--- src/rtl/dft_hijack_ctrl.sv ---
// Control sequencer for a DFT driver-hijack cell: unlock/enable ordering,
// forced-value updates, and synchronized readback checking.
module dft_hijack_ctrl #(
    parameter int UNLOCK_CYC = 4,
    parameter int SETTLE_CYC = 6,
    parameter int HOLD_CYC   = 3,
    parameter int CNT_W      = 4
) (
    input  logic       clk,
    input  logic       rst_n,
    input  logic       cmd_valid,
    output logic       cmd_ready,
    input  logic [1:0] cmd_op,
    input  logic       cmd_value,
    output logic       unlock,
    output logic       ten_hijack,
    output logic       ten_hijacki,
    input  logic       hijack_o,
    output logic       rsp_valid,
    output logic       rsp_pass,
    output logic       rsp_err,
    output logic       rsp_obs,
    output logic       busy
);

    localparam logic [1:0] OP_ENGAGE  = 2'b01;
    localparam logic [1:0] OP_SET     = 2'b10;
    localparam logic [1:0] OP_RELEASE = 2'b11;

    localparam logic [CNT_W-1:0] UNLK_LOAD   = CNT_W'(UNLOCK_CYC - 1);
    localparam logic [CNT_W-1:0] SETTLE_LOAD = CNT_W'(SETTLE_CYC - 1);
    localparam logic [CNT_W-1:0] HOLD_LOAD   = CNT_W'(HOLD_CYC - 1);

    typedef enum logic [2:0] {
        S_OFF, S_UNLK, S_SETTLE, S_CHECK, S_ON, S_REL, S_ERR
    } state_t;

    state_t           state, state_nxt;
    logic [CNT_W-1:0] cnt, cnt_nxt;
    logic             err_on, err_on_nxt;
    logic             ten_hijacki_nxt;
    logic             unlock_nxt, ten_hijack_nxt, cmd_ready_nxt, busy_nxt;
    logic             hijack_o_p0, obs_s;
    logic             cmd_fire;

    assign cmd_fire = cmd_valid && cmd_ready;

    // hijack_o is asynchronous to clk; only obs_s is used downstream
    always_ff @(posedge clk or negedge rst_n) begin
        if (!rst_n) begin
            hijack_o_p0 <= 1'b0;
            obs_s       <= 1'b0;
        end else begin
            hijack_o_p0 <= hijack_o;
            obs_s       <= hijack_o_p0;
        end
    end

    always_ff @(posedge clk or negedge rst_n) begin
        if (!rst_n) begin
            state       <= S_OFF;
            cnt         <= '0;
            err_on      <= 1'b0;
            ten_hijacki <= 1'b0;
            unlock      <= 1'b0;
            ten_hijack  <= 1'b0;
            cmd_ready   <= 1'b0;
            busy        <= 1'b0;
        end else begin
            state       <= state_nxt;
            cnt         <= cnt_nxt;
            err_on      <= err_on_nxt;
            ten_hijacki <= ten_hijacki_nxt;
            unlock      <= unlock_nxt;
            ten_hijack  <= ten_hijack_nxt;
            cmd_ready   <= cmd_ready_nxt;
            busy        <= busy_nxt;
        end
    end

    always_comb begin
        state_nxt       = state;
        cnt_nxt         = (cnt != '0) ? cnt - CNT_W'(1) : cnt;
        err_on_nxt      = err_on;
        ten_hijacki_nxt = ten_hijacki;
        case (state)
            S_OFF: begin
                if (cmd_fire) begin
                    if (cmd_op == OP_ENGAGE) begin
                        state_nxt       = S_UNLK;
                        cnt_nxt         = UNLK_LOAD;
                        ten_hijacki_nxt = cmd_value;
                    end else if (cmd_op == OP_SET || cmd_op == OP_RELEASE) begin
                        state_nxt  = S_ERR;
                        err_on_nxt = 1'b0;
                    end
                end
            end
            S_UNLK: begin
                if (cnt == '0) begin
                    state_nxt = S_SETTLE;
                    cnt_nxt   = SETTLE_LOAD;
                end
            end
            S_SETTLE: begin
                if (cnt == '0) state_nxt = S_CHECK;
            end
            S_CHECK: state_nxt = S_ON;
            S_ON: begin
                if (cmd_fire) begin
                    if (cmd_op == OP_SET) begin
                        state_nxt       = S_SETTLE;
                        cnt_nxt         = SETTLE_LOAD;
                        ten_hijacki_nxt = cmd_value;
                    end else if (cmd_op == OP_RELEASE) begin
                        state_nxt = S_REL;
                        cnt_nxt   = HOLD_LOAD;
                    end else if (cmd_op == OP_ENGAGE) begin
                        state_nxt  = S_ERR;
                        err_on_nxt = 1'b1;
                    end
                end
            end
            S_REL: begin
                if (cnt == '0) begin
                    state_nxt       = S_OFF;
                    ten_hijacki_nxt = 1'b0;
                end
            end
            S_ERR:   state_nxt = err_on ? S_ON : S_OFF;
            default: state_nxt = S_OFF;
        endcase
    end

    // Cell-facing outputs are registered from the next state so they never glitch
    always_comb begin
        unlock_nxt     = 1'b0;
        ten_hijack_nxt = 1'b0;
        cmd_ready_nxt  = (state_nxt == S_OFF) || (state_nxt == S_ON);
        busy_nxt       = !cmd_ready_nxt;
        case (state_nxt)
            S_UNLK, S_REL: unlock_nxt = 1'b1;
            S_SETTLE, S_CHECK, S_ON: begin
                unlock_nxt     = 1'b1;
                ten_hijack_nxt = 1'b1;
            end
            S_ERR: begin
                unlock_nxt     = err_on_nxt;
                ten_hijack_nxt = err_on_nxt;
            end
            default: ;
        endcase

        rsp_valid = 1'b0;
        rsp_pass  = 1'b0;
        rsp_err   = 1'b0;
        rsp_obs   = 1'b0;
        case (state)
            S_CHECK: begin
                rsp_valid = 1'b1;
                rsp_obs   = obs_s;
                rsp_pass  = (obs_s == ten_hijacki);
            end
            S_REL: begin
                if (cnt == '0) begin
                    rsp_valid = 1'b1;
                    rsp_pass  = 1'b1;
                    rsp_obs   = obs_s;
                end
            end
            S_ERR: begin
                rsp_valid = 1'b1;
                rsp_err   = 1'b1;
            end
            default: ;
        endcase
    end

endmodule

--- config.mk ---
export PLATFORM = sky130hd
export DESIGN_NAME = dft_hijack_ctrl
export DESIGN_NICKNAME = d
export VERILOG_FILES = /design/src/rtl/dft_hijack_ctrl.sv
export SDC_FILE = /design/constraint.sdc
export NUM_CORES = 1
export LEC_CHECK = 0
export ABC_CLOCK_PERIOD_IN_PS = 2300
export BUFFER_PORTS_ARGS = -buffer_cell sky130_fd_sc_hd__clkbuf_2
export CORE_MARGIN = 4
export CORE_UTILIZATION = 43
export CTS_CLUSTER_SIZE = 30
export DETAILED_ROUTE_END_ITERATION = 10
export GPL_TIMING_DRIVEN = 0
export PLACE_DENSITY = 0.61
export SLEW_MARGIN = 20
export SYNTH_ARGS = -nofsm -noshare
export SYNTH_HDL_FRONTEND = slang
export SYNTH_SLANG_ARGS = --single-unit
--- constraint.sdc ---
create_clock -name clk -period 2.3 [get_ports clk]
set_input_delay 0.115 -clock clk [delete_from_list [all_inputs] [get_ports clk]]
set_output_delay 0.115 -clock clk [all_outputs]
set_load 0.05 [all_outputs]
==> reports/results.md <==
| Group | Quantity | Value |
|---|---|---|
| placed design | IO Port Bufs | 15 |
| synth | Register area share after synthesis | 42.08% |
| cells and area | Register area | 375.4 sq um |
| cells and area | Diode count | 0 |
| cells and area | Number of nets in the finished design | 131 |
| setup path | Start-to-end type of the worst setup path | reg -> out |
| timing | Clock period minus final worst setup slack | 2.047 ns |
| timing | Hold Violations, Final | 0 |
| timing | Worst Max-Slew Pin Slew | 0.4567 ns |
| worst hold path | Worst Hold Depth | 3 |
| cells and area | P&R area growth vs syn | 17.39% |
| route | Routed WL per cell | 13.04 um |
| global routing | Most used routing layer | met2 |
| flow run | Number of maximum-capacitance constraint violations | 0 |
| global routing | Global-route track usage on met2 | 25.71% |
| setup path | Critical path startpoint category | flip-flop |
| floorplan | Die Y-Extent | 53.55 um |
| clock network | Clock-pin slew of the registers on the worst-case setup and hold paths | 0.09 ns |
| timing | Setup repair after global routing missed its margin | false |
| setup path | R2R cell count | 7 |
| synth | Avg Inst Size Synth | 8.921 sq um |
| route | DR iter-0 viols | 18 |
| clock network | Number of cells upsized or downsized after cts | 0 |
| floorplan | Full die area | 2868 sq um |
| route | Remaining design rule violation count | 0 |
| timing | Max Fclk | 0.4884 GHz |
| cells and area | Area of the multi-input gates | 474.2 sq um |
| floorplan | Std cell rows | 16 |
| timing | Final TNS setup | 0 ns |
| synth | Post-Syn Instances | 100 |
| run status | Outcome | complete, no violations |
| floorplan | # IOs | 16 |
| route | Wire length after detailed routing | 1930 um |
| power | Total design power | 1515 uW |
| setup path | Cells along the critical path | inv_1 -> ha_1 -> nor3b_4 -> nand2_1 -> mux2i_1 -> a22o_1 -> clkbuf_2 |
| clock network | TritonCTS clock tree | yes |
| setup path | Slowest library cell on the worst path | dfrtp_1 |
| route | Detail-routed via count per cell | 5.291 |
| setup path | Data arrival at the endpoint of the critical path | 1.93 ns |
| power | LEAKAGE | 0.0004720 uW |
| floorplan | CORE AREA | 1962 sq um |
| clock network | Number of sinks handled by clock tree synthesis | 15 |
| global routing | Number of global-route vias before repair | 839 |
| synth | Synthesis-stage register bit count | 15 |
| global routing | Met1 GRT Util | 25.22% |
| cells and area | Final-layout fill cell count | 197 |
| clock network | Number of buffers inserted during clock tree synthesis | 3 |
| clock network | Setup Fix Bufs, Post-CTS | 0 |
| timing | Share of the clock period used by the worst path after layout | 89.01% |
| clock network | Worst-Skew Late Latency | 0.28 ns |
| route | Antenna viol nets, final | 0 |
| setup path | Maximum net fanout on the critical path | 7 |
| setup path | Slowest Stage Delay on Critical Path | 0.41 ns |
| worst hold path | Type of the tightest min-delay check | in -> reg |
| global routing | Pin count of the biggest net entering global routing | 16 |
| synth | Post-Syn Area | 892.1 sq um |
| cells and area | Most used cells in the layout excluding fill and tap cells | dfrtp_1 (15), clkbuf_2 (15), nand2_1 (11), nor2_1 (11), inv_1 (8) |
| synth | Distinct cell type count after synthesis | 36 |
| synth | Mapped Nets | 109 |
| route | Number of vias after detailed routing | 783 |
| power | Cell Pwr Density | 1447 nW/um^2 |
| placed design | Detail Placement HPWL | 1465 um |
| global routing | Number of antenna violations at the first check in global routing | 0 |
| timing | Setup clock skew after layout | 0.005415 ns |
| clock network | H-tree levels | 1 |
| setup path | Worst Setup End Kind | output port |
| cells and area | Share of cells above drive strength 1 | 20.66% |
| floorplan | Effective utilization at floorplan | 45.47% |
| synth | Total number of yosys warnings | 0 |
| floorplan | DIE WIDTH | 53.55 um |
| timing | Final Setup Violations | 0 |
| clock network | Root cell of the clock tree | clkbuf_4 |
| placed design | Routability congestion estimate | 0.8922 |
| global routing | Total gr overflow | 0 |
| route | Router iterations before antenna repair | 4 |
| global routing | Global-route track usage on met3 | 3.878% |
| timing | Relative slew slack | 69.56% |
| power | Largest voltage drop on the vdd net | 0.8325 mV |
| timing | Count of pins over their slew limit | 0 |
| clock network | CTS max path bufs | 2 |
| global routing | Global-route usage over all layers | 17.91% |
| setup path | Worst EP required | 2.18 ns |
| global routing | Wire length of the first global-routing pass | 3670 um |
[path summary, 6_finish.rpt]
path	from	endpoint	slack, ns
hold reg to reg	hijack_o_p0	obs_s	0.36
setup / recovery	cnt[0]	rsp_valid	0.25
hold / removal	cmd_value	ten_hijacki	0.05
max in group asynchronous	rst_n	obs_s	1.75
min in group asynchronous	rst_n	state[2]	0.27
setup reg to reg	cnt[0]	ten_hijack	0.31
[area by class of cell]
cell class	instances	area share [%]
tap	27	3.226
timing repair buffer	17	9.080
sequential	15	35.84
multi-input combinational	74	45.28
clock buffer	4	2.509
buffer	3	1.195
inverter	8	2.867
[metrics by stage]
stage | hold slack [ns] | cell area, sq um | std cells | setup WS (ns) | util, %
2_1_floorplan | -0.1806 | 892.1 | 100 | 0.2825 | -
3_3_place_gp | 0.04876 | 1001 | 142 | 0.3300 | 51.02
3_5_place_dp | 0.05082 | 1001 | 142 | 0.3292 | 51.02
4_1_cts | 0.05032 | 1047 | 148 | 0.2570 | 53.38
5_1_grt | 0.08721 | 1047 | 148 | 0.09679 | 53.38
6_report | 0.04843 | 1047 | 148 | 0.2527 | 53.38
[critical path, delay by kind of cell (launching register included)]
family	cells	cell delay [ns]
AND/OR/NAND/NOR	2	0.44
flip-flops	1	0.41
buffers and inverters	2	0.34
adder cells (fa/ha/maj)	1	0.19
AO/OA/AOI/OAI	1	0.15
multiplexers	1	0.13
[logic make-up (layout without fill, tap and decap cells)]
family | count (synthesis) | after routing | synth area share [%]
muxes | 1 | 1 | 1.122
adders and majority gates | 2 | 2 | 2.805
AOI/OAI and AO/OA | 22 | 22 | 17.25
buffers and inverters | 11 | 32 | 4.767
xor gates and xnor gates | 2 | 2 | 1.964
and+or+nand+nor | 47 | 47 | 30.01
DFF | 15 | 15 | 42.08
[power by group]
part	switching, uW	total, uW	internal (uW)
Sequential	92.1	469	377
Clock	83.2	150	67.3
Combinational	573	896	323
Total	749	1520	767
[synth_stat cells]
library cell	n	area (sq um)
inv_1	8	30.03
or3_1	2	12.51
buf_2	1	5.000
dfrtp_1	15	375.4
nand2b_1	3	18.77
nand4bb_1	1	11.26
a2bb2oi_1	1	8.760
mux2i_1	1	10.01
a21oi_1	6	30.03
o2bb2ai_1	1	8.760
ha_1	2	25.02
o221ai_1	1	8.760
nor3_1	7	35.03
xnor2_1	1	8.760
a22oi_1	1	7.510
buf_1	1	3.750
a21oi_2	1	8.760
nor2b_1	1	6.260
o21ai_1	2	10.01
or4_4	1	11.26
a22o_1	1	8.760
o311ai_4	1	26.28
and3b_1	1	8.760
or2_2	1	6.260
nor3b_1	3	22.52
nand4b_1	1	8.760
and2_1	1	6.260
nor2_1	11	41.29
nand2b_4	1	13.76
clkbuf_1	1	3.750
nor3b_4	1	18.77
o22ai_1	1	6.260
xor2_1	1	8.760
nand3_1	1	5.000
nand2_1	11	41.29
o21ai_0	6	30.03
[layer usage]
metal  routed length [um]  vias up
li1                     -      388
met1                  924      366
met2                  860       27
met3                  127        2
met4                   18        0
met5                    0        -
[registers in the layout, summed over array words and instances, names as in the netlist]
signal and count:
err_on 1, unlock 1, ten_hijacki 1, hijack_o_p0 1, obs_s 1, cmd_ready 1, cnt 4, ten_hijack 1
state 3, busy 1
[what timing repair did]
| action | CTS | global route |
|---|---|---|
| hold buffers | 2 | 0 |
| hold endpoints to repair | 16 | 0 |
| endpoints found under the setup margin | 0 | 0 |
(Power assumes the default switching activity.)
